<file path="src/rtl/i2c_txn_sequencer.sv">
// i2c_txn_sequencer: round-robin arbiter and phase sequencer in front of the
// I2C master. Each granted request runs SETUP -> WR -> (RD) -> STOP -> RESP
// and returns one response carrying the read byte and an error flag
// (slave NACK or a phase that outlives the TIMEOUT watchdog).
module i2c_txn_sequencer #(
   parameter int NREQ    = 2,
   parameter int TIMEOUT = 1023
) (
   input  logic                 clk,
   input  logic                 reset,
   input  logic [NREQ-1:0]      req,
   input  logic [7*NREQ-1:0]    req_addr,
   input  logic [8*NREQ-1:0]    req_reg,
   input  logic [NREQ-1:0]      req_rnw,
   output logic [NREQ-1:0]      grant,
   output logic                 rsp_valid,
   output logic [1:0]           rsp_id,
   output logic [7:0]           rsp_data,
   output logic                 rsp_err,
   output logic                 busy,
   output logic [6:0]           m_address,
   output logic [7:0]           m_register,
   output logic                 m_mode,
   output logic                 m_en,
   output logic                 m_start,
   output logic                 m_repeat_start,
   output logic                 m_stop,
   input  logic                 m_done,
   input  logic                 m_ack,
   input  logic [7:0]           m_rdata
);

   localparam int CW = $clog2(TIMEOUT + 1);
   // Counter value on the cycle whose closing edge makes it reach TIMEOUT.
   localparam logic [CW-1:0] TO_LAST = CW'(TIMEOUT - 1);

   typedef enum logic [2:0] {
      S_IDLE  = 3'd0,
      S_SETUP = 3'd1,
      S_WR    = 3'd2,
      S_RD    = 3'd3,
      S_STOP  = 3'd4,
      S_RESP  = 3'd5
   } state_t;

   state_t          r_state;
   logic [1:0]      r_rr;
   logic [1:0]      r_id;
   logic [CW-1:0]   r_cnt;
   logic [7:0]      r_data;
   logic            r_err;

   logic            w_any;
   logic [NREQ-1:0] w_hi_req;
   logic [NREQ-1:0] w_sel_req;
   logic [1:0]      w_win;
   logic [NREQ-1:0] w_onehot;
   logic [6:0]      w_addr;
   logic [7:0]      w_reg;
   logic            w_rnw;
   logic            w_tmo;

   // Round-robin pick: lowest requester at/after the pointer, else lowest overall.
   always_comb begin
      w_any     = |req;
      w_hi_req  = '0;
      w_win     = 2'd0;
      w_onehot  = '0;
      w_addr    = 7'h00;
      w_reg     = 8'h00;
      w_rnw     = 1'b0;
      for (int i = 0; i < NREQ; i++) begin
         w_hi_req[i] = req[i] & (2'(i) >= r_rr);
      end
      w_sel_req = (|w_hi_req) ? w_hi_req : req;
      for (int i = NREQ - 1; i >= 0; i--) begin
         w_win = w_sel_req[i] ? 2'(i) : w_win;
      end
      for (int i = 0; i < NREQ; i++) begin
         w_onehot[i] = w_any & (2'(i) == w_win);
         w_addr      = w_addr | ({7{w_onehot[i]}} & req_addr[7*i +: 7]);
         w_reg       = w_reg  | ({8{w_onehot[i]}} & req_reg[8*i +: 8]);
         w_rnw       = w_rnw  | (w_onehot[i] & req_rnw[i]);
      end
      w_tmo = (r_cnt == TO_LAST);
   end

   // Transaction FSM: phase strobes, watchdog, response and arbitration pointer.
   always_ff @(posedge clk) begin
      if (reset) begin
         r_state        <= S_IDLE;
         r_rr           <= 2'd0;
         r_id           <= 2'd0;
         r_cnt          <= '0;
         r_data         <= 8'h00;
         r_err          <= 1'b0;
         grant          <= '0;
         rsp_valid      <= 1'b0;
         rsp_id         <= 2'd0;
         rsp_data       <= 8'h00;
         rsp_err        <= 1'b0;
         busy           <= 1'b0;
         m_address      <= 7'h00;
         m_register     <= 8'h00;
         m_mode         <= 1'b0;
         m_en           <= 1'b0;
         m_start        <= 1'b0;
         m_repeat_start <= 1'b0;
         m_stop         <= 1'b0;
      end else begin
         grant     <= '0;
         rsp_valid <= 1'b0;
         case (r_state)
            S_IDLE: begin
               busy           <= w_any;
               m_en           <= w_any;
               m_start        <= 1'b0;
               m_repeat_start <= 1'b0;
               m_stop         <= 1'b0;
               if (w_any) begin
                  grant      <= w_onehot;
                  m_address  <= w_addr;
                  m_register <= w_reg;
                  m_mode     <= w_rnw;
                  r_id       <= w_win;
                  r_data     <= 8'h00;
                  r_err      <= 1'b0;
                  r_state    <= S_SETUP;
               end else begin
                  r_state    <= S_IDLE;
               end
            end
            S_SETUP: begin
               r_cnt   <= '0;
               m_start <= 1'b1;
               r_state <= S_WR;
            end
            S_WR: begin
               if (m_done) begin
                  m_start <= 1'b0;
                  r_cnt   <= '0;
                  if (!m_ack) begin
                     r_err   <= 1'b1;
                     m_stop  <= 1'b1;
                     r_state <= S_STOP;
                  end else if (m_mode) begin
                     m_repeat_start <= 1'b1;
                     r_state        <= S_RD;
                  end else begin
                     m_stop  <= 1'b1;
                     r_state <= S_STOP;
                  end
               end else if (w_tmo) begin
                  m_start <= 1'b0;
                  m_stop  <= 1'b1;
                  r_err   <= 1'b1;
                  r_data  <= 8'h00;
                  r_cnt   <= '0;
                  r_state <= S_STOP;
               end else begin
                  r_cnt <= r_cnt + CW'(1);
               end
            end
            S_RD: begin
               if (m_done) begin
                  r_data         <= m_rdata;
                  r_err          <= r_err | ~m_ack;
                  m_repeat_start <= 1'b0;
                  m_stop         <= 1'b1;
                  r_cnt          <= '0;
                  r_state        <= S_STOP;
               end else if (w_tmo) begin
                  r_err          <= 1'b1;
                  r_data         <= 8'h00;
                  m_repeat_start <= 1'b0;
                  m_stop         <= 1'b1;
                  r_cnt          <= '0;
                  r_state        <= S_STOP;
               end else begin
                  r_cnt <= r_cnt + CW'(1);
               end
            end
            S_STOP: begin
               // The ACK seen with the STOP completion is deliberately ignored.
               if (m_done) begin
                  m_stop  <= 1'b0;
                  m_en    <= 1'b0;
                  r_state <= S_RESP;
               end else if (w_tmo) begin
                  r_err   <= 1'b1;
                  m_stop  <= 1'b0;
                  m_en    <= 1'b0;
                  r_state <= S_RESP;
               end else begin
                  r_cnt <= r_cnt + CW'(1);
               end
            end
            S_RESP: begin
               rsp_valid <= 1'b1;
               rsp_id    <= r_id;
               rsp_data  <= r_err ? 8'h00 : r_data;
               rsp_err   <= r_err;
               r_rr      <= (r_id == 2'(NREQ - 1)) ? 2'd0 : r_id + 2'd1;
               r_state   <= S_IDLE;
            end
            default: begin
               m_en           <= 1'b0;
               m_start        <= 1'b0;
               m_repeat_start <= 1'b0;
               m_stop         <= 1'b0;
               busy           <= 1'b0;
               r_state        <= S_IDLE;
            end
         endcase
      end
   end

endmodule

</file>
<file path="config.mk">
export PLATFORM = sky130hd
export DESIGN_NAME = i2c_txn_sequencer
export DESIGN_NICKNAME = d
export VERILOG_FILES = /design/src/rtl/i2c_txn_sequencer.sv
export SDC_FILE = /design/constraint.sdc
export NUM_CORES = 1
export LEC_CHECK = 0
export BUFFER_PORTS_ARGS = -buffer_cell sky130_fd_sc_hd__buf_2
export CAP_MARGIN = 0
export CORE_UTILIZATION = 45
export CTS_BUF_LIST = sky130_fd_sc_hd__clkbuf_4 sky130_fd_sc_hd__clkbuf_8 sky130_fd_sc_hd__clkbuf_16
export CTS_CLUSTER_DIAMETER = 120
export DETAILED_ROUTE_END_ITERATION = 16
export GPL_ROUTABILITY_DRIVEN = 1
export PLACE_DENSITY = 0.67
export SETUP_SLACK_MARGIN = 0.4
export SLEW_MARGIN = 20
export SYNTH_ARGS = -nofsm -noshare
export SYNTH_HDL_FRONTEND = slang
export SYNTH_SLANG_ARGS = --single-unit
</file>
<file path="constraint.sdc">
create_clock -name clk -period 5.5 [get_ports clk]
set_clock_uncertainty 0.15 [all_clocks]
set_input_delay 0.275 -clock clk [delete_from_list [all_inputs] [get_ports clk]]
set_output_delay 0.275 -clock clk [all_outputs]
set_load 0.005 [all_outputs]
</file>
# Word level (Yosys, flattened, before mapping)

Cells that the tools add are included.

Register bits: 61
Input port bits: 46
Output and inout bits: 35
Word-level logic and storage cells: 133

$add $sub $neg: 2
Magnitude comparators: 2
Eq/ne operators: 20
Mux-type cells: 47
Bitwise gates (word level): 21
Reductions and logical operators: 22

Operator list:

| operator                | number |
|---|---|
| $mux W10                | 4 |
| $mux W8                 | 5 |
| $pmux W10 S3            | 1 |
| $pmux W8 S3             | 1 |
| $mux W3                 | 7 |
| $mux W1                 | 20 |
| $and A8 B8 Y8           | 2 |
| $pmux W3 S5             | 1 |
| $and A7 B7 Y7           | 2 |
| $ne A2 B2 Y1 const B    | 7 |
| $ne A3 B3 Y1 const B    | 4 |
| $add A10 B1 Y10 const B | 1 |
| $eq A10 B10 Y1 const B  | 1 |
| $pmux W1 S3             | 3 |
| $reduce_and A3 Y1       | 3 |
| $reduce_or A3 Y1        | 3 |
| $or A8 B8 Y8            | 1 |
| $pmux W1 S4             | 2 |
| $reduce_or A2 Y1        | 4 |
| $not A1 Y1              | 7 |
| $or A7 B7 Y7            | 1 |
| $and A1 B1 Y1           | 6 |
| $eq A3 B2 Y1 const B    | 2 |
| $eq A3 B3 Y1 const B    | 2 |
| 18 further kinds        | 24 |

# Logic depth before layout (Yosys ltp)

Gate-level depths: netlist of the first run.

Depth after elaboration: 10
Mapped depth: 7
Gate-level depth less buffers: 6

# Worst setup path before layout of the first run

No wires, ideal clock.

Path type: flip-flop to flip-flop
From: register r_cnt[0]
To: register r_data[0]
Setup time: 0.062 ns
Arrival time: 1.718 ns
Required time: 5.288 ns
Slack: 3.570 ns
Stages on the path, launching flop included: 7
Path buffers: 0
Clock period less this slack: 1.930 ns
Cell sequence: dfxtp_1 inv_1 ha_1 nand4_1 o31ai_1 a311oi_1 a22o_1

Longest elaborated chain between the ends: 4
Elaborated cells on any way between the ends: 5
Those cells by class: 1 x eq/ne; 4 x mux

Ends and longest elaborated chain:

| what                              | RTL line | RTL |
|---|---|---|
| start: declaration                | 49       | `logic [CW-1:0] r_cnt;` |
| start signal: assignment          | 161      | `r_cnt <= r_cnt + CW'(1);` |
| start signal: assignment          | 180      | `r_cnt <= r_cnt + CW'(1);` |
| start signal: assignment          | 195      | `r_cnt <= r_cnt + CW'(1);` |
| $eq A10 B10 Y1 *                  | 85       | `w_tmo = (r_cnt == TO_LAST);` |
| $mux W8 *                         | -        |  |
| $mux W8, on equally long branches | -        |  |
| $pmux W8 S3 *                     | -        |  |
| end signal: assignment            | 166      | `r_data <= m_rdata;` |
| end: declaration                  | 50       | `logic [7:0] r_data;` |

Every way passes the cells marked *; elsewhere a longest branch is shown, timed or not. The select of a mux whose other input is x is not followed.
A chain may end at the register's enable or synchronous reset.

# Final worst setup path of the first run

From: register r_state[1]
To: register r_data[5]

Longest elaborated chain between the ends: 3
Elaborated cells on any way between the ends: 8
Those cells by class: 4 x eq/ne; 1 x mux; 3 x reduce/logical

Ends and longest elaborated chain:

| what                                                                | RTL line | RTL |
|---|---|---|
| start: declaration                                                  | 46       | `state_t r_state;` |
| start signal: assignment                                            | 91       | `r_state <= S_IDLE;` |
| start signal: assignment                                            | 128      | `r_state <= S_SETUP;` |
| start signal: assignment                                            | 130      | `r_state <= S_IDLE;` |
| $eq A3 B2 Y1 or $logic_not A3 Y1 (tied branches)                    | 113      | `case (r_state)` |
| $ne A2 B2 Y1 (no source line) or $reduce_bool A3 Y1 (tied branches) | -        |  |
| $reduce_and A3 Y1 (no source line)                                  | -        |  |

Parallel ways exist; a longest one is shown, timed or not.

==> results of run 1 <==
-- area by class of cell --
type | instances | area (um2)
tap | 72 | 90.1
timing repair buffer | 86 | 464
clock inverter | 7 | 68.8
inverter | 7 | 26.3
multi-input combinational | 208 | 1380
fill | 511 | 2260
clock buffer | 9 | 124
sequential | 58 | 1160
-- cell usage after synthesis, types with 3 or more instances --
library cell	number	share of area
sky130_fd_sc_hd__o31ai_1	7	0.020
sky130_fd_sc_hd__nand4_1	5	0.012
sky130_fd_sc_hd__nor3_1	8	0.015
sky130_fd_sc_hd__a211oi_1	19	0.054
sky130_fd_sc_hd__nand2_1	21	0.030
sky130_fd_sc_hd__or4_1	3	0.0085
sky130_fd_sc_hd__nand2b_1	6	0.014
sky130_fd_sc_hd__clkbuf_1	12	0.017
sky130_fd_sc_hd__a311oi_1	3	0.0099
sky130_fd_sc_hd__a31oi_1	3	0.0071
sky130_fd_sc_hd__a21oi_1	27	0.051
sky130_fd_sc_hd__a22o_1	8	0.026
sky130_fd_sc_hd__mux2i_1	16	0.061
sky130_fd_sc_hd__and4_1	3	0.0099
sky130_fd_sc_hd__inv_1	7	0.0099
sky130_fd_sc_hd__o21ai_0	7	0.013
sky130_fd_sc_hd__nor2_1	24	0.034
sky130_fd_sc_hd__buf_2	8	0.015
sky130_fd_sc_hd__o22ai_1	3	0.0071
sky130_fd_sc_hd__nand3_1	4	0.0076
sky130_fd_sc_hd__nand3b_1	9	0.026
sky130_fd_sc_hd__dfxtp_1	58	0.44
-- metal layers --
metal / part of all wire / vias up / global-route usage / routed length (um)
li1: - / 1249 / - / -
met1: 0.47 / 1109 / 0.263 / 2830
met4: 0.025 / 0 / 0.117 / 153
met2: 0.45 / 75 / 0.323 / 2690
met3: 0.060 / 15 / 0.0535 / 361
met5: 0 / - / 0 / 0
-- flip-flops by register name (all words and copies together), names as in the netlist, 2 cells and up --
signal and count:
grant 2, m_address 7, m_register 8, r_cnt 10, r_data 8, r_state 3, rsp_data 8
-- repair_timing --
item	4_1_cts	5_1_grt
hold endpoints to repair	5	0
buffers inserted	0	0
gates resized for setup	0	0
hold buffers	5	0
-- cells by family (layout without fill, tap and decap cells) --
logic type               after synthesis  after routing  synth area share
other                                  1              1           0.00142
flip-flops                            58             58             0.439
adder cells (fa/ha/maj)                2              2           0.00945
buffers and inverters                 29            109            0.0492
multiplexers                          16             16            0.0605
AO/OA/AOI/OAI                         92             92             0.237
AND/OR/NAND/NOR                       97             97             0.203
-- worst paths after layout --
check        depth (start not counted)                startpoint  slack (ns)                  endpoint
max reg2reg                          3   r_state[1]$_SDFFE_PP0P_        3.25    r_data[5]$_SDFFE_PP0P_
min                                  2                m_rdata[6]        0.01    r_data[6]$_SDFFE_PP0P_
max                                  3   r_state[1]$_SDFFE_PP0P_        3.25    r_data[5]$_SDFFE_PP0P_
min reg2reg                          2  rsp_data[5]$_SDFFE_PP0P_        0.30  rsp_data[5]$_SDFFE_PP0P_
-- worst max-delay path: cells and delay by family, from the launching register on --
| kind | cells | cell delay, ns |
|---|---|---|
| AO/OA/AOI/OAI | 1 | 0.25 |
| flip-flops | 1 | 0.73 |
| AND/OR/NAND/NOR | 2 | 1.06 |
-- report_power, final --
group          internal, mW  leakage [nW]  total [mW]  switching [mW]
clock network         0.208        0.0954       0.384           0.176
registers             0.453         0.473       0.482          0.0291
logic                0.0828         0.813       0.187           0.105
total                 0.743          1.38        1.05           0.309
==> results summary, run 1 <==
Among all flip-flop cells after synthesis, the most frequent one is sky130_fd_sc_hd__dfxtp_1. The leakage power came out at 1.38 nW. The starting DRC count in detailed routing is ~150. Synthesis produced a netlist whose cell count is 295. The net total in the final layout came out at between 400 and 500.

The detail route stage leaves a number of antenna-violating nets equal to 0. For this run, the top clock speed supported by timing is 444 MHz. The total number of vias came out at 2448.

The initial antenna violation count is 0. The flow ran to the end, and the final reports show no timing, DRC or antenna violations. The largest net degree at the start of global routing is 48. The number of placed instances with taps included is around 430. The largest driver fanout on the critical path is 19. The post-synthesis area per instance is 8.97 um2. The critical path class is register to register.

Setup repair after global routing left no endpoint under its margin. The tightest min-delay check is of the input port to register type. The slack of the critical path is 3.25 ns. The total power after layout came out at 1.05 mW. The synthesized netlist net count came out at 343. The depth of the CTS H-tree came out at 3.

The final weighted congestion in routability-driven placement is 0.828. The clock slew at the register clock pins of the worst setup and hold paths came out at about 0.07 ns. The element type at the critical path end is a register.

For this run, design rule violations remaining after detail routing come to 0. The leftover overflow at the end of global routing came out at 0. The effective utilization at floorplan is 0.475. The average via count per standard cell came out at about 5.5. The most frequent standard cell in the layout excluding fill and tap cells is sky130_fd_sc_hd__buf_2. The cell with the largest stage delay on the worst path is sky130_fd_sc_hd__nor3_1. In the layout the commonest cells are 79 x sky130_fd_sc_hd__buf_2, 58 x sky130_fd_sc_hd__dfxtp_1, 27 x sky130_fd_sc_hd__a21oi_1. The via count of the first global-routing pass is 2244. The global-route wire length before repair came out at 10.0 mm. After synthesis, the share of flip-flops with an asynchronous set or reset is 0.

The normalized max-slew margin came out at 0.380. The port buffer count is 79. The area of the core came out at about 5600 um2.

The routed wire length came out at 6.04 mm. The CTS buffer count came out at 9. For the pin with the worst max-slew slack, the measured transition is 0.923 ns. The root buffer cell chosen for the clock tree is sky130_fd_sc_hd__clkbuf_8. The post-route setup TNS is 0 ns. The final standard cell utilization of the core came out at 0.594. The synthesis warning total came out at 0. In the global route stage, overall resource usage came out at 0.209. The max-slew violation total from the final report is 0. The largest buffer count on any clock path came out at 2. The flip-flop and latch count after synthesis is 58. In this design, the stage delay of the slowest critical-path cell is 0.80 ns. The number of max-cap violations came out at 0. At the worst endpoint, the required time is roughly 5.6 ns.

The worst setup path is launched from a register. The number of different library cells used by synthesis comes to 51. Clock latency on the worst-skew pair, taken at its later pin, is 0.34 ns. Across the VDD grid, the largest voltage drop is 146 uV. The synthesized cell area is between 2000 and 3000 um2. Data on the critical path arrives at its endpoint at 2.38 ns.

The time the worst path needs with I/O delays and setup is 2.25 ns. The die is around 79 um tall. The number of non-filler instances in the completed layout came out at 447. The number of enable flip-flop cells after synthesis came out at 0. The average wire per standard cell came out at 13.5 um. OpenSTA, run right after detailed placement, puts the worst setup slack at 3.05 ns. For this design the ratio of total power to cell area is 318 nW/um2.

The critical path goes through nand2b_1 -> nor3_1 -> a22o_1. The post-DP HPWL is around 4.1 mm. The synthesis-to-finish area growth came out at 25.2%.

The placement row count came out at 27. The horizontal die dimension is 78.7 um. The cell area reported after detailed placement came out at 3050 um2. The final-layout worst hold slack is 0.0108 ns. The number of hold violations in the final report is 0. Once layout is done, the placed cells without fillers occupy 3310 um2. The number of I/O pins is 81. The share of final-layout standard cells stronger than drive strength 1 came out at 0.283. In the finished design, the share of the clock period the worst path needs comes to 0.410. The number of iterations in the first detailed-routing pass came out at 4. The number of antenna diodes is 0. The overall die area came out at roughly 6200 um2. For this run, the register share of the synthesized area comes to 0.439. The number of clock sinks seen by CTS is slightly below 60. The final count of negative-setup-slack endpoints is 0. The TritonCTS clock tree is built.
No activity file was read; power rests on OpenSTA's default activity.
==> run 2, diff against run 1 <==
clock period = 2.24 ns   (was 5.5 ns; I/O delays follow)
==> run 2 against run 1 <==
  * Sequential power rose by 140%
  * Register-to-register slack lost 2.9 ns
  * Wire length is 34% higher
  * Die area is the same
  * Count of clock-buffer cells in the layout is 2 higher
  * Critical endpoint is now r_state[0]$_SDFFE_PP0P_
  * Fmax rose by 16%
  * Clock power grew 110%
  * Core utilization up 12 points
  * The run now ends with negative hold slack left
  * Combinational power increased to 3.9 times the previous value
==> results summary, run 2 (synthesized netlist as in run 1, its figures left out) <==
The run finished, with violations left. The final reports fail on negative hold slack. The number of hold violations in the final report is 1. The library cells used most frequently in the layout, excluding fill and tap cells, are 79 x sky130_fd_sc_hd__buf_2, 52 x sky130_fd_sc_hd__dfxtp_1, 37 x sky130_fd_sc_hd__dlygate4sd3_1. The floorplan step set the die height to between 70 and 80 um.

The clock tree synthesis step divided the H-tree into 3 levels. The register with the most flip-flops in the layout has 10 of them. The first detailed-routing pass ran for 4 iterations. The most frequent standard cell in the layout excluding fill and tap cells is sky130_fd_sc_hd__buf_2. The routed design could run at a clock period as short as between 1.5 and 2 ns.

The routed wire length came out at approximately 8.1 mm. The via count of the first global-routing pass is 2569. The largest net degree at the start of global routing came out at 42.

The number of I/O pins came out at 81. The total number of vias came out at 2824. The synthesis-to-finish area growth is 50.7%.

The port buffer count came out at 79. The starting DRC count in detailed routing is 180. Setup violations remaining at the end of the flow were counted as 0. The ratio of final minimum period to clock period is 0.866. The number of cells traversed by the worst register-to-register path came out at 6. The largest buffer count on any clock path came out at 2. The worst setup path is captured at a register. Ranked by flip-flop count, first place goes to r_cnt.

In the routed layout, each cell is associated on average with a via count of 5.60. The post-DP HPWL is 4.19 mm. The number of antenna diodes is 0.

Measured on the finished design, the core utilization comes to 0.715. The sequential cell fraction of total power is 0.432. The portion of total power attributed to combinational logic came out at 0.270. The largest vdd supply drop came out at 409 uV. The leftover overflow at the end of global routing is 0. The switching power of the nets is 801 uW. In the final design database the tool counted 479 nets. The placement row count is 27. Buffers inserted during clock tree synthesis total 9.

Clock tree synthesis selected as its root buffer the cell sky130_fd_sc_hd__clkbuf_8. In this run the horizontal extent of the chip is 78.7 um. Counting every sink on the clock net gives 58. The clock share of power is 0.298. Timing would allow up to 515 MHz. The largest driver fanout on the critical path came out at 5. The worst hold path class is input port to register.

Summing all flip-flop and latch instances after layout gives 1180 um2. At the worst endpoint, the required time is 2.31 ns. The final-layout worst hold slack came out at -0.00407 ns. The die covers 6190 um2. The analysis attributes to cell leakage a power of 1.68 nW.

The setup path with the least slack is of type register to register. The internal power component came out at around 1.9 mW. The max-slew violation total from the final report came to 0.

After detailed routing, the average wire length per cell comes to roughly 16 um. The global-route wire length before repair is 11.9 mm. The clock slew at the register clock pins of the worst setup and hold paths is 0.06 ns. The effective utilization at floorplan is 0.475. In the final layout, the share of cells above drive strength 1 is 0.361. The TritonCTS clock tree is built. The worst hold path cell count is 3.

In this run the standard cell core region covers 5570 um2. The arrival time at the worst endpoint came out at 2.01 ns. The power density of the placed cells is between 600 and 700 nW/um2. In the final layout, the multi-input gates occupy ~1500 um2. The DRC violation count after routing came out at 0. Across every metal layer, demand over resource in global routing totals 0.248.

The initial antenna violation count was 0. The worst setup path is launched from a register. Across the run, the number of max-cap violations was 0.

The remaining antenna violation count after routing is 0. The clock latency of the later-clocked register in the worst-skew pair is 0.33 ns. The layout filler cell count came out at 428.

The final weighted congestion in routability-driven placement came out at 0.953. The post-route setup TNS is 0 ns. Setup repair after global routing could not meet its margin everywhere. The share of total power consumed by net switching is 0.296.
run 2: final timing paths:
path                                          startpoint                    endpoint  slack [ns]
worst min-delay path                          req_reg[5]  m_register[5]$_SDFFE_PP0P_      -0.004
worst max register to register     r_cnt[0]$_SDFFE_PP0P_     r_state[0]$_SDFFE_PP0P_        0.30
worst max-delay path               r_cnt[0]$_SDFFE_PP0P_     r_state[0]$_SDFFE_PP0P_        0.30
worst min register to register  rsp_data[5]$_SDFFE_PP0P_    rsp_data[5]$_SDFFE_PP0P_        0.30
run 2: repair_timing:
action	CTS	global route
gates resized for setup	14	24
setup endpoints to repair	27	44
pin swaps	4	13
endpoints found under the hold margin	25	1
gates cloned	0	3
buffers inserted	9	10
hold buffers	36	1
run 2: final cells by class:
class / count / share of cell area
multi-input combinational: 208 / 0.374
tap: 72 / 0.0226
timing repair buffer: 147 / 0.263
sequential: 58 / 0.296
inverter: 7 / 0.00659
clock inverter: 1 / 0.00126
clock buffer: 11 / 0.0364
run 2: power by group through the flow:
stage | Sequential [mW] | Clock, mW | Combinational (mW)
after global routing | 1.18 | 0.868 | 0.788
after global placement | 1.20 | 0 | 0.478
after floorplan | 1.18 | 0 | 0.310
final | 1.17 | 0.804 | 0.729
after detailed placement | 1.20 | 0 | 0.482
after CTS | 1.16 | 0.814 | 0.591
run 2: per-stage QoR:
step	std cells	worst slack (ns)	total power [mW]	cell area, um2
after floorplan	295	0.415	1.50	2650
after global placement	433	0.214	1.67	3130
after detailed placement	433	0.160	1.68	3130
final	504	0.299	2.70	3990
after CTS	490	0.316	2.57	3750
after global routing	504	0.256	2.83	3990
run 2: worst max-delay path, cell delays in order, from the launching register on:
cell,delay (ns)
sky130_fd_sc_hd__dfxtp_2,0.33
sky130_fd_sc_hd__inv_2,0.05
sky130_fd_sc_hd__ha_4,0.16
sky130_fd_sc_hd__and4_1,0.26
sky130_fd_sc_hd__a31oi_1,0.39
sky130_fd_sc_hd__a31oi_1,0.18
sky130_fd_sc_hd__a211oi_1,0.30
run 2: metal layers:
metal / GRT usage / part of all wire / vias up
li1: - / - / 1369
met1: 0.296 / 0.42 / 1298
met2: 0.417 / 0.49 / 119
met3: 0.0698 / 0.053 / 38
met4: 0.0963 / 0.038 / 0
met5: 0 / 0 / -
